## src/rtl/rf_wb_arbiter_pkg.sv

```systemverilog
// Shared register-file widths, the x0 address and the writeback entry type
// used by the writeback arbiter, the register file and the decoder.
package rf_wb_arbiter_pkg;

  localparam int REG_AW = 5;
  localparam int DATA_W = 32;
  localparam logic [REG_AW-1:0] X0_ADDR = '0;

  typedef struct packed {
    logic [REG_AW-1:0] waddr;
    logic [DATA_W-1:0] wdata;
  } wb_entry_t;

  function automatic logic is_x0(input logic [REG_AW-1:0] addr);
    return addr == X0_ADDR;
  endfunction

endpackage

```

## src/rtl/rf_wb_arbiter_if.sv

```systemverilog
// Writeback arbiter bus: ALU and long-latency result inputs, register-file
// write port, pending-write hazard query and FIFO occupancy.
interface rf_wb_arbiter_if
  import rf_wb_arbiter_pkg::*;
#(
  parameter int DEPTH = 2
);

  // Handshakes: an lu transfer completes in any cycle where lu_valid and
  // lu_ready are both high; lu_ready never looks at lu_valid. The ALU path
  // has no ready: a result is consumed in every cycle alu_stall is low, and
  // while alu_stall is high upstream holds it unchanged.
  logic                    alu_valid;
  logic [REG_AW-1:0]       alu_waddr;
  logic [DATA_W-1:0]       alu_wdata;
  logic                    alu_stall;

  logic                    lu_valid;
  logic [REG_AW-1:0]       lu_waddr;
  logic [DATA_W-1:0]       lu_wdata;
  logic                    lu_ready;

  logic                    rf_wen;
  logic [REG_AW-1:0]       rf_waddr;
  logic [DATA_W-1:0]       rf_wdata;

  logic [REG_AW-1:0]       raddr_a;
  logic [REG_AW-1:0]       raddr_b;
  logic                    pend_a;
  logic                    pend_b;

  logic [$clog2(DEPTH):0]  fifo_count;

  modport master (
    output alu_valid, alu_waddr, alu_wdata, lu_valid, lu_waddr, lu_wdata,
           raddr_a, raddr_b,
    input  alu_stall, lu_ready, rf_wen, rf_waddr, rf_wdata, pend_a, pend_b,
           fifo_count
  );

  modport slave (
    input  alu_valid, alu_waddr, alu_wdata, lu_valid, lu_waddr, lu_wdata,
           raddr_a, raddr_b,
    output alu_stall, lu_ready, rf_wen, rf_waddr, rf_wdata, pend_a, pend_b,
           fifo_count
  );

endinterface

```

## src/rtl/rf_wb_arbiter_wb_fifo.sv

```systemverilog
// Long-latency result FIFO; exposes per-entry valid/waddr so the top level
// can answer pending-write hazard queries. Entry storage is not reset.
module wb_fifo
  import rf_wb_arbiter_pkg::*;
#(
  parameter int DEPTH = 2,
  localparam int PW = $clog2(DEPTH),
  localparam int CW = PW + 1
) (
  input  logic                          clk,
  input  logic                          rst,
  input  logic                          i_push,
  input  wb_entry_t                     i_push_ent,
  input  logic                          i_pop,
  output logic [CW-1:0]                 o_count,
  output wb_entry_t                     o_head,
  output logic [DEPTH-1:0]              o_ent_valid,
  output logic [DEPTH-1:0][REG_AW-1:0]  o_ent_waddr
);

  wb_entry_t        r_mem [DEPTH];
  logic [PW-1:0]    r_wr_ptr;
  logic [PW-1:0]    r_rd_ptr;
  logic [CW-1:0]    r_count;
  logic [DEPTH-1:0] r_valid;

  always_ff @(posedge clk) begin
    if (rst) begin
      r_wr_ptr <= '0;
      r_rd_ptr <= '0;
      r_count  <= '0;
      r_valid  <= '0;
    end else begin
      if (i_pop) begin
        r_rd_ptr          <= r_rd_ptr + PW'(1);
        r_valid[r_rd_ptr] <= 1'b0;
      end
      if (i_push) begin
        r_wr_ptr          <= r_wr_ptr + PW'(1);
        r_valid[r_wr_ptr] <= 1'b1;
      end
      case ({i_push, i_pop})
        2'b10:   r_count <= r_count + CW'(1);
        2'b01:   r_count <= r_count - CW'(1);
        default: r_count <= r_count;
      endcase
    end
  end

  always_ff @(posedge clk) begin
    if (i_push) r_mem[r_wr_ptr] <= i_push_ent;
  end

  always_comb begin
    for (int i = 0; i < DEPTH; i++) begin
      o_ent_waddr[i] = r_mem[i].waddr;
    end
  end

  assign o_count     = r_count;
  assign o_head      = r_mem[r_rd_ptr];
  assign o_ent_valid = r_valid;

endmodule

```

## src/rtl/rf_wb_arbiter.sv

```systemverilog
// Register-file writeback arbiter: ALU results normally win the single write
// port, long-latency results queue in wb_fifo and are force-drained on starvation.
module rf_wb_arbiter
  import rf_wb_arbiter_pkg::*;
#(
  parameter int DEPTH      = 2,
  parameter int STARVE_MAX = 4
) (
  input  logic                 clk,
  input  logic                 rst,
  rf_wb_arbiter_if.slave       bus
);

  localparam int CW = $clog2(DEPTH) + 1;
  localparam int SW = $clog2(STARVE_MAX + 1);

  logic [CW-1:0]                w_count;
  wb_entry_t                    w_head;
  wb_entry_t                    w_push_ent;
  logic [DEPTH-1:0]             w_ent_valid;
  logic [DEPTH-1:0][REG_AW-1:0] w_ent_waddr;
  logic                         w_nonempty;
  logic                         w_lu_ready;
  logic                         w_push;
  logic                         w_pop;
  logic                         w_stall;
  logic                         w_alu_win;
  logic                         w_rf_wen;
  logic [REG_AW-1:0]            w_rf_waddr;
  logic [DATA_W-1:0]            w_rf_wdata;
  logic                         w_hit_a;
  logic                         w_hit_b;
  logic [SW-1:0]                r_starve;

  assign w_nonempty = (w_count != '0);
  assign w_lu_ready = !rst && (w_count < CW'(DEPTH));
  assign w_push     = bus.lu_valid && w_lu_ready && !is_x0(bus.lu_waddr);
  assign w_push_ent = '{waddr: bus.lu_waddr, wdata: bus.lu_wdata};

  // A stall cycle hands the port to the FIFO head; ALU x0 writes also leave it free.
  assign w_stall   = !rst && w_nonempty && (r_starve == SW'(STARVE_MAX));
  assign w_alu_win = !rst && !w_stall && bus.alu_valid && !is_x0(bus.alu_waddr);
  assign w_pop     = !rst && w_nonempty && !w_alu_win;

  wb_fifo #(.DEPTH(DEPTH)) u_fifo (
    .clk         (clk),
    .rst         (rst),
    .i_push      (w_push),
    .i_push_ent  (w_push_ent),
    .i_pop       (w_pop),
    .o_count     (w_count),
    .o_head      (w_head),
    .o_ent_valid (w_ent_valid),
    .o_ent_waddr (w_ent_waddr)
  );

  always_comb begin
    w_rf_wen   = 1'b0;
    w_rf_waddr = '0;
    w_rf_wdata = '0;
    if (w_alu_win) begin
      w_rf_wen   = 1'b1;
      w_rf_waddr = bus.alu_waddr;
      w_rf_wdata = bus.alu_wdata;
    end else if (w_pop) begin
      w_rf_wen   = 1'b1;
      w_rf_waddr = w_head.waddr;
      w_rf_wdata = w_head.wdata;
    end
  end

  always_comb begin
    w_hit_a = 1'b0;
    w_hit_b = 1'b0;
    for (int i = 0; i < DEPTH; i++) begin
      if (w_ent_valid[i] && (w_ent_waddr[i] == bus.raddr_a)) w_hit_a = 1'b1;
      if (w_ent_valid[i] && (w_ent_waddr[i] == bus.raddr_b)) w_hit_b = 1'b1;
    end
  end

  always_ff @(posedge clk) begin
    if (rst) begin
      r_starve <= '0;
    end else if (w_pop) begin
      r_starve <= '0;
    end else if (w_nonempty && w_alu_win && (r_starve != SW'(STARVE_MAX))) begin
      r_starve <= r_starve + SW'(1);
    end
  end

  assign bus.alu_stall  = w_stall;
  assign bus.lu_ready   = w_lu_ready;
  assign bus.rf_wen     = w_rf_wen;
  assign bus.rf_waddr   = w_rf_waddr;
  assign bus.rf_wdata   = w_rf_wdata;
  assign bus.pend_a     = !rst && !is_x0(bus.raddr_a) && w_hit_a;
  assign bus.pend_b     = !rst && !is_x0(bus.raddr_b) && w_hit_b;
  assign bus.fifo_count = w_count;

endmodule

```

## src/flat_wrapper.sv

```systemverilog
// flat-port wrapper written by rule: the top's interface ports become plain ports
module rf_wb_arbiter_flat import rf_wb_arbiter_pkg::*;
#(
  parameter int DEPTH      = 2,
  parameter int STARVE_MAX = 4
)
  (clk, rst, bus_alu_valid, bus_alu_waddr, bus_alu_wdata, bus_lu_valid, bus_lu_waddr, bus_lu_wdata, bus_raddr_a, bus_raddr_b, bus_alu_stall, bus_lu_ready, bus_rf_wen, bus_rf_waddr, bus_rf_wdata, bus_pend_a, bus_pend_b, bus_fifo_count);
  rf_wb_arbiter_if #(.DEPTH(DEPTH)) bus_i ();
  input  logic clk;
  input  logic rst;
  input wire logic [$bits(bus_i.alu_valid)-1:0] bus_alu_valid;
  input wire logic [$bits(bus_i.alu_waddr)-1:0] bus_alu_waddr;
  input wire logic [$bits(bus_i.alu_wdata)-1:0] bus_alu_wdata;
  input wire logic [$bits(bus_i.lu_valid)-1:0] bus_lu_valid;
  input wire logic [$bits(bus_i.lu_waddr)-1:0] bus_lu_waddr;
  input wire logic [$bits(bus_i.lu_wdata)-1:0] bus_lu_wdata;
  input wire logic [$bits(bus_i.raddr_a)-1:0] bus_raddr_a;
  input wire logic [$bits(bus_i.raddr_b)-1:0] bus_raddr_b;
  output wire logic [$bits(bus_i.alu_stall)-1:0] bus_alu_stall;
  output wire logic [$bits(bus_i.lu_ready)-1:0] bus_lu_ready;
  output wire logic [$bits(bus_i.rf_wen)-1:0] bus_rf_wen;
  output wire logic [$bits(bus_i.rf_waddr)-1:0] bus_rf_waddr;
  output wire logic [$bits(bus_i.rf_wdata)-1:0] bus_rf_wdata;
  output wire logic [$bits(bus_i.pend_a)-1:0] bus_pend_a;
  output wire logic [$bits(bus_i.pend_b)-1:0] bus_pend_b;
  output wire logic [$bits(bus_i.fifo_count)-1:0] bus_fifo_count;
  assign bus_i.alu_valid = bus_alu_valid;
  assign bus_i.alu_waddr = bus_alu_waddr;
  assign bus_i.alu_wdata = bus_alu_wdata;
  assign bus_i.lu_valid = bus_lu_valid;
  assign bus_i.lu_waddr = bus_lu_waddr;
  assign bus_i.lu_wdata = bus_lu_wdata;
  assign bus_i.raddr_a = bus_raddr_a;
  assign bus_i.raddr_b = bus_raddr_b;
  assign bus_alu_stall = bus_i.alu_stall;
  assign bus_lu_ready = bus_i.lu_ready;
  assign bus_rf_wen = bus_i.rf_wen;
  assign bus_rf_waddr = bus_i.rf_waddr;
  assign bus_rf_wdata = bus_i.rf_wdata;
  assign bus_pend_a = bus_i.pend_a;
  assign bus_pend_b = bus_i.pend_b;
  assign bus_fifo_count = bus_i.fifo_count;
  rf_wb_arbiter #(.DEPTH(DEPTH), .STARVE_MAX(STARVE_MAX)) u_core (.clk(clk), .rst(rst), .bus(bus_i));
endmodule
```

## config.mk

```make
export PLATFORM = sky130hd
export DESIGN_NAME = rf_wb_arbiter_flat
export DESIGN_NICKNAME = d
export VERILOG_FILES = /design/src/rtl/rf_wb_arbiter_pkg.sv /design/src/rtl/rf_wb_arbiter_if.sv /design/src/rtl/rf_wb_arbiter_wb_fifo.sv /design/src/rtl/rf_wb_arbiter.sv /design/src/flat_wrapper.sv
export SDC_FILE = /design/constraint.sdc
export NUM_CORES = 1
export LEC_CHECK = 0
export ABC_AREA = 1
export CORE_UTILIZATION = 45
export CTS_CLUSTER_DIAMETER = 120
export CTS_CLUSTER_SIZE = 10
export DETAILED_ROUTE_END_ITERATION = 8
export PLACE_DENSITY = 0.85
export SYNTH_ARGS = -nofsm -noshare
export SYNTH_HDL_FRONTEND = slang
export SYNTH_SLANG_ARGS = --single-unit
```

## constraint.sdc

```tcl
create_clock -name clk -period 4.6 [get_ports clk]
set_input_delay 0.46 -clock clk [delete_from_list [all_inputs] [get_ports clk]]
set_output_delay 0.46 -clock clk [all_outputs]
set_load 0.02 [all_outputs]
```

==> impl_metrics.json, run 1 <==
{
  "status": "finished, final reports clean",
  "grt_pass1_vias": 3386,
  "ys_ff_latch": 84,
  "syn_area_um2": 4050,
  "dieHeight_um": 96.9,
  "cts_repair_resize_count": 0,
  "rsz0062_at_grt": "false",
  "grt_pass1_wl_mm": 16.2,
  "critPathLaunchType": "input port",
  "drive_gt1_share_pct": 11.6,
  "clk_latency_ps": 350,
  "yosysTopAreaCellShare_pct": 54.8,
  "die_w_um": 96.9,
  "drtAntennaViolNets": 0,
  "num_vias": 3256,
  "min_period_ps": 3460,
  "io_pins": 132,
  "utilization_pct": 64.6,
  "antenna_found_initial": 0,
  "drv_slew": 0,
  "crit_chain": "clkdlybuf4s50_1 -> inv_1 -> nand3_2 -> nand3_2 -> nand2_2 -> inv_2 -> nand2_1 -> nand2_1 -> clkdlybuf4s50_1",
  "reg2reg_to": "u_core.u_fifo.o_count[1]$_SDFFE_PP0P_",
  "finalSetupTns_ps": 0,
  "place_congestion": 0.862,
  "p_per_area_nw_per_um2": 326,
  "ys_types": 23,
  "timing.final.ws_setup_ps": 1140,
  "root_buffer": "clkbuf_8",
  "die_area_um2": 9390,
  "async_flop_share_pct": 0,
  "power.total_mw": 1.84,
  "ys_seq_area_share_pct": 59.8,
  "hp-class": "flop to flop",
  "grt.total_usage_pct": 21.8,
  "cp_slowest_cell": "clkdlybuf4s50_1",
  "setup_viol": 0,
  "netlist_top_cells_area": "edfxtp_1, nand2_1, mux2_2, nand3_1, dfxtp_1",
  "slew_headroom_pct": 38.0,
  "syn_area_per_cell_um2": 10.5,
  "timing.rr.start": "u_core.r_starve[1]$_SDFFE_PP0P_",
  "cts_buffers": 9,
  "cp.required_ps": 4140,
  "max_stage_delay_ps": 640,
  "cts_hold_buf": 0,
  "drt-total-wl_mm": 9.65,
  "dpl-instance-area_um2": 5420,
  "seqCellArea_um2": 2420,
  "syn_nets": 478,
  "rows": 34,
  "synth.most_common_cell": "nand2_1",
  "multi_input_area_um2": 1400,
  "clock-sinks": 84,
  "fmax_ghz": 0.289,
  "synth_top_area_cell": "edfxtp_1",
  "arrival_ps": 3000,
  "hold_viol": 0,
  "hold_slack_ps": 490,
  "dp_hpwl_mm": 6.96,
  "skew_ps": 6.84,
  "nets": 606,
  "reg2reg_depth": 13,
  "p_leak_nw": 2.17,
  "via_per_inst": 5.19,
  "synth_common_cells": "nand2_1, edfxtp_1, nand3_1",
  "dp.cells": 612,
  "ys_warn_count": 0,
  "cts_setup_buffers": 0,
  "whs_path_depth": 2,
  "criticalPathCategory": "input port to primary output",
  "ir_worst_vdd_mv": 0.181,
  "endpoint_kind": "primary output",
  "synth-edff-count": 74,
  "start_util_pct": 46.5,
  "rrSetupSlack_ps": 2260,
  "clockBufferDepth": 2,
  "crit_fanout": 38,
  "ys.flop_type": "edfxtp_1",
  "path_clk_slew_ps": 80,
  "holdPathEnd": "u_core.u_fifo.r_wr_ptr$_SDFFE_PP0N_",
  "fin_area_um2": 5640,
  "cts_tree": "yes",
  "wl_per_cell_um": 15.4,
  "final_cells": 627,
  "grt_max_degree": 43,
  "num-fill-cells": 645,
  "htreeDepth": 3,
  "core_um2": 8720,
  "first_pass_iters": 4,
  "drc": 0,
  "syn2layout_area_growth_pct": 39.1,
  "synthCells": 387,
  "overflow": 0,
  "min_period_over_period_pct": 75.2,
  "holdCritStartpoint": "u_core.u_fifo.r_wr_ptr$_SDFFE_PP0N_",
  "diodes": 0,
  "drv_cap": 0,
  "drtIter0Drc": 157,
  "port_buffers": 131,
  "tightestPinTransition_ps": 930,
  "dp_slack_ps": 1120
}
==> cell usage in the layout, fill, tap and decap left out, drive strengths merged <==
cell type	instances
clkinv	1
o22ai	9
clkbuf	9
dfxtp	10
xor2	7
nand3	48
buf	4
clkinvlp	2
nor2	24
nor3	3
edfxtp	74
mux2	32
nor3b	1
clkdlybuf4s50	131
nand2	99
a21oi	14
bufinv	2
o31ai	2
inv	33
o21ai	11
ha	3
==> routing by layer <==
layer  track usage (%)  wire length (um)
met2              38.2              4830
met5                 0                 0
met3              4.77               591
met1              26.3              4070
met4              7.81               152
==> worst max path at each step <==
stage	from	to	slack [ps]	cells past startpoint
2_1_floorplan	rst	u_core.u_fifo.r_mem[0][0]$_DFFE_PP_	2440	6
5_1_grt	rst	bus_rf_wdata[20]	920	9
6_report	rst	bus_rf_wdata[16]	1140	9
4_1_cts	rst	bus_rf_wdata[20]	1090	9
3_5_place_dp	rst	bus_rf_wdata[1]	1120	9
3_3_place_gp	rst	bus_rf_wdata[1]	1180	9
==> cell type report <==
| class | count | share of cell area, % |
|---|---|---|
| flip-flops and latches | 84 | 43.0 |
| inverters | 32 | 2.13 |
| repair buffers | 135 | 23.8 |
| clock inverters | 6 | 1.58 |
| clock buffers | 9 | 2.20 |
| multi-input cells | 253 | 24.9 |
| well taps | 108 | 2.40 |
==> kinds of logic after synthesis <==
kind of cell    count (synthesis)  synth area share [%]
fa+ha+maj                       3                 0.927
buf+inv                        50                  5.59
mux                            32                  8.89
flops                          84                  59.8
simple gates                  175                  18.4
compound gates                 36                  4.85
xor+xnor                        7                  1.51
==> state kept, by name, summed over array words and instances, names as in the netlist, named ones only <==
signal                     count
u_core.u_fifo.o_count          2
u_core.u_fifo.r_mem           74
u_core.u_fifo.o_ent_valid      2
u_core.r_starve                3
u_core.u_fifo.r_rd_ptr         1
u_core.u_fifo.r_wr_ptr         1
==> where the power goes <==
group / switching (mW) / internal, mW / leakage (nW) / total (mW)
combinational: 0.180 / 0.193 / 1.31 / 0.374
clock: 0.262 / 0.304 / 0.102 / 0.565
sequential: 0.0292 / 0.869 / 0.760 / 0.898
total: 0.471 / 1.37 / 2.17 / 1.84
==> worst max-delay path: cells and delay by family <==
family        cells  cell delay (ps)
simple gates      5              540
buf+inv           4             1980
Power figures use the tool's default switching activity.
==> inputs of run 2 (changes only) <==
--- a/config.mk
+++ b/config.mk
@@ -6,11 +6,11 @@
 export NUM_CORES = 1
 export LEC_CHECK = 0
 export ABC_AREA = 1
-export CORE_UTILIZATION = 45
+export CORE_UTILIZATION = 42
 export CTS_CLUSTER_DIAMETER = 120
 export CTS_CLUSTER_SIZE = 10
 export DETAILED_ROUTE_END_ITERATION = 8
-export PLACE_DENSITY = 0.85
+export PLACE_DENSITY = 0.84
 export SYNTH_ARGS = -nofsm -noshare
 export SYNTH_HDL_FRONTEND = slang
 export SYNTH_SLANG_ARGS = --single-unit
==> constraint.sdc (replaced) <==
create_clock -name clk -period 3.05 [get_ports clk]
set_input_delay 0.305 -clock clk [delete_from_list [all_inputs] [get_ports clk]]
set_output_delay 0.305 -clock clk [all_outputs]
set_load 0.02 [all_outputs]
==> impl_metrics.json, run 2 (synthesis gave the netlist of run 1 again) <==
{
  "status": "finished, final reports clean",
  "path_clk_slew_ps": 90,
  "grt_pass1_wl_mm": 15.3,
  "drv_cap": 0,
  "die_w_um": 100,
  "drtIter0Drc": 104,
  "cts_setup_buffers": 0,
  "clkPwrFrac_pct": 29.1,
  "critPathLaunchType": "flop",
  "criticalPathCategory": "flop to primary output",
  "layout_common_cells": "clkdlybuf4s50_1, nand2_1, edfxtp_1",
  "num_vias": 3164,
  "holdPathEnd": "u_core.u_fifo.r_wr_ptr$_SDFFE_PP0N_",
  "drive_gt1_share_pct": 12.5,
  "cp.required_ps": 2740,
  "diodes": 0,
  "cts_hold_buf": 0,
  "final_common_cell": "clkdlybuf4s50_1",
  "routed-wl-met3_um": 649,
  "reg2reg_depth": 14,
  "crit_fanout": 17,
  "clockBufferDepth": 2,
  "setup_viol": 0,
  "die_area_um2": 10000,
  "reg2reg_to": "u_core.u_fifo.o_count[1]$_SDFFE_PP0P_",
  "rsz0062_at_grt": "false",
  "overflow": 0,
  "skew_ps": 9.26,
  "drt-total-wl_mm": 9.47,
  "seqPwrFrac_pct": 49.4,
  "p_sw_mw": 0.723,
  "endpoint_kind": "primary output",
  "slew_headroom_pct": 71.8,
  "min_period_ps": 2740,
  "ir_worst_vdd_mv": 0.316,
  "cts_buffers": 9,
  "drtAntennaViolNets": 0,
  "dieHeight_um": 100,
  "clk_latency_ps": 350,
  "grt_pass1_vias": 3225,
  "top_layer": "met4",
  "cts_tree": "yes",
  "io_pins": 132,
  "swShare_pct": 26.6,
  "wl_per_cell_um": 14.5,
  "drv_slew": 0,
  "htreeDepth": 3,
  "cts_repair_resize_count": 0,
  "wl_met2_mm": 4.68,
  "first_pass_iters": 4,
  "min_period_over_period_pct": 89.8,
  "routedLengthMet1_mm": 4.04,
  "fmax_ghz": 0.365,
  "arrival_ps": 2440,
  "largestRegisters": "u_core.u_fifo.r_mem x74, u_core.r_starve x3",
  "holdCritStartpoint": "u_core.u_fifo.r_wr_ptr$_SDFFE_PP0N_",
  "finalSetupTns_ps": 0,
  "grt_max_degree": 39,
  "timing.final.ws_setup_ps": 310,
  "clock-sinks": 84,
  "hp-class": "flop to flop",
  "hold_viol": 0,
  "tightestPinTransition_ps": 423,
  "grt.total_usage_pct": 19.7,
  "via_per_inst": 4.83,
  "syn2layout_area_growth_pct": 41.1,
  "root_buffer": "clkbuf_8",
  "regMostFlops": "u_core.u_fifo.r_mem",
  "place_congestion": 0.822,
  "whs_path_depth": 2,
  "p_comb_share_pct": 21.6,
  "start_util_pct": 43.6,
  "drc": 0,
  "core_um2": 9280,
  "rrSetupSlack_ps": 930,
  "timing.rr.start": "u_core.r_starve[0]$_SDFFE_PP0P_",
  "nets": 612,
  "p_per_area_nw_per_um2": 475,
  "dp_slack_ps": 338,
  "antenna_found_initial": 0,
  "rows": 35,
  "port_buffers": 131,
  "dp_hpwl_mm": 6.77,
  "intPower_mw": 1.99,
  "p_leak_nw": 2.20,
  "largest_reg_flops": 74
}
## run 2: cell count changes in the layout (fill, tap and decap cells not counted), sizes merged
cell,change
bufinv,-1
clkinv,+2
buf,+6
## run 2: worst max-delay path, stage by stage, from the launching register on
cell             delay, ps
dfxtp_1                320
inv_1                   80
ha_1                   140
nand2_1                 50
inv_1                   80
nand3_2                 90
nand3_2                110
nand2_2                 80
inv_2                   60
buf_4                  210
nand2_1                 80
o21ai_0                130
clkdlybuf4s50_1        670
## run 2: cell type report
class                      instances  area, um2
fill                             796       3570
sequential                        84       2420
timing repair buffer             141       1410
multi-input combinational        253       1400
tap                              129        161
clock buffer                       9        124
inverter                          32        120
clock inverter                     7       75.1
## run 2: routing by layer
layer | GRT usage, % | vias to the layer above
met4 | 5.24 | 0
met3 | 4.87 | 9
met1 | 24.1 | 1440
met2 | 34.6 | 117
li1 | - | 1598
met5 | 0 | -
## run 2: stage by stage
stage	power [mW]	util [%]	cell area, um2	hold WS (ps)	cells
after floorplan	1.66	-	4050	404	387
after CTS	2.74	61.6	5720	488	655
after global routing	2.84	61.6	5720	511	655
after detailed placement	1.96	59.4	5520	476	639
after global placement	1.94	59.4	5520	466	639
final	2.72	61.6	5720	488	655
## run 2: worst max-delay path by stage
stage | end | cells after the start | start
after detailed placement | bus_rf_wdata[15] | 9 | rst
final | bus_rf_waddr[4] | 12 | u_core.r_starve[1]$_SDFFE_PP0P_
after CTS | bus_rf_wdata[15] | 12 | u_core.r_starve[1]$_SDFFE_PP0P_
after global placement | bus_rf_wdata[6] | 9 | rst
after global routing | bus_rf_wdata[15] | 12 | u_core.r_starve[0]$_SDFFE_PP0P_
after floorplan | u_core.u_fifo.r_mem[0][0]$_DFFE_PP_ | 6 | rst
## run 2: power by group through the flow
stage	Clock [mW]	Sequential, mW	Combinational, mW
final	0.790	1.34	0.586
after global routing	0.861	1.35	0.636
after CTS	0.805	1.34	0.593
after detailed placement	0	1.37	0.590
after global placement	0	1.37	0.578
after floorplan	0	1.36	0.306
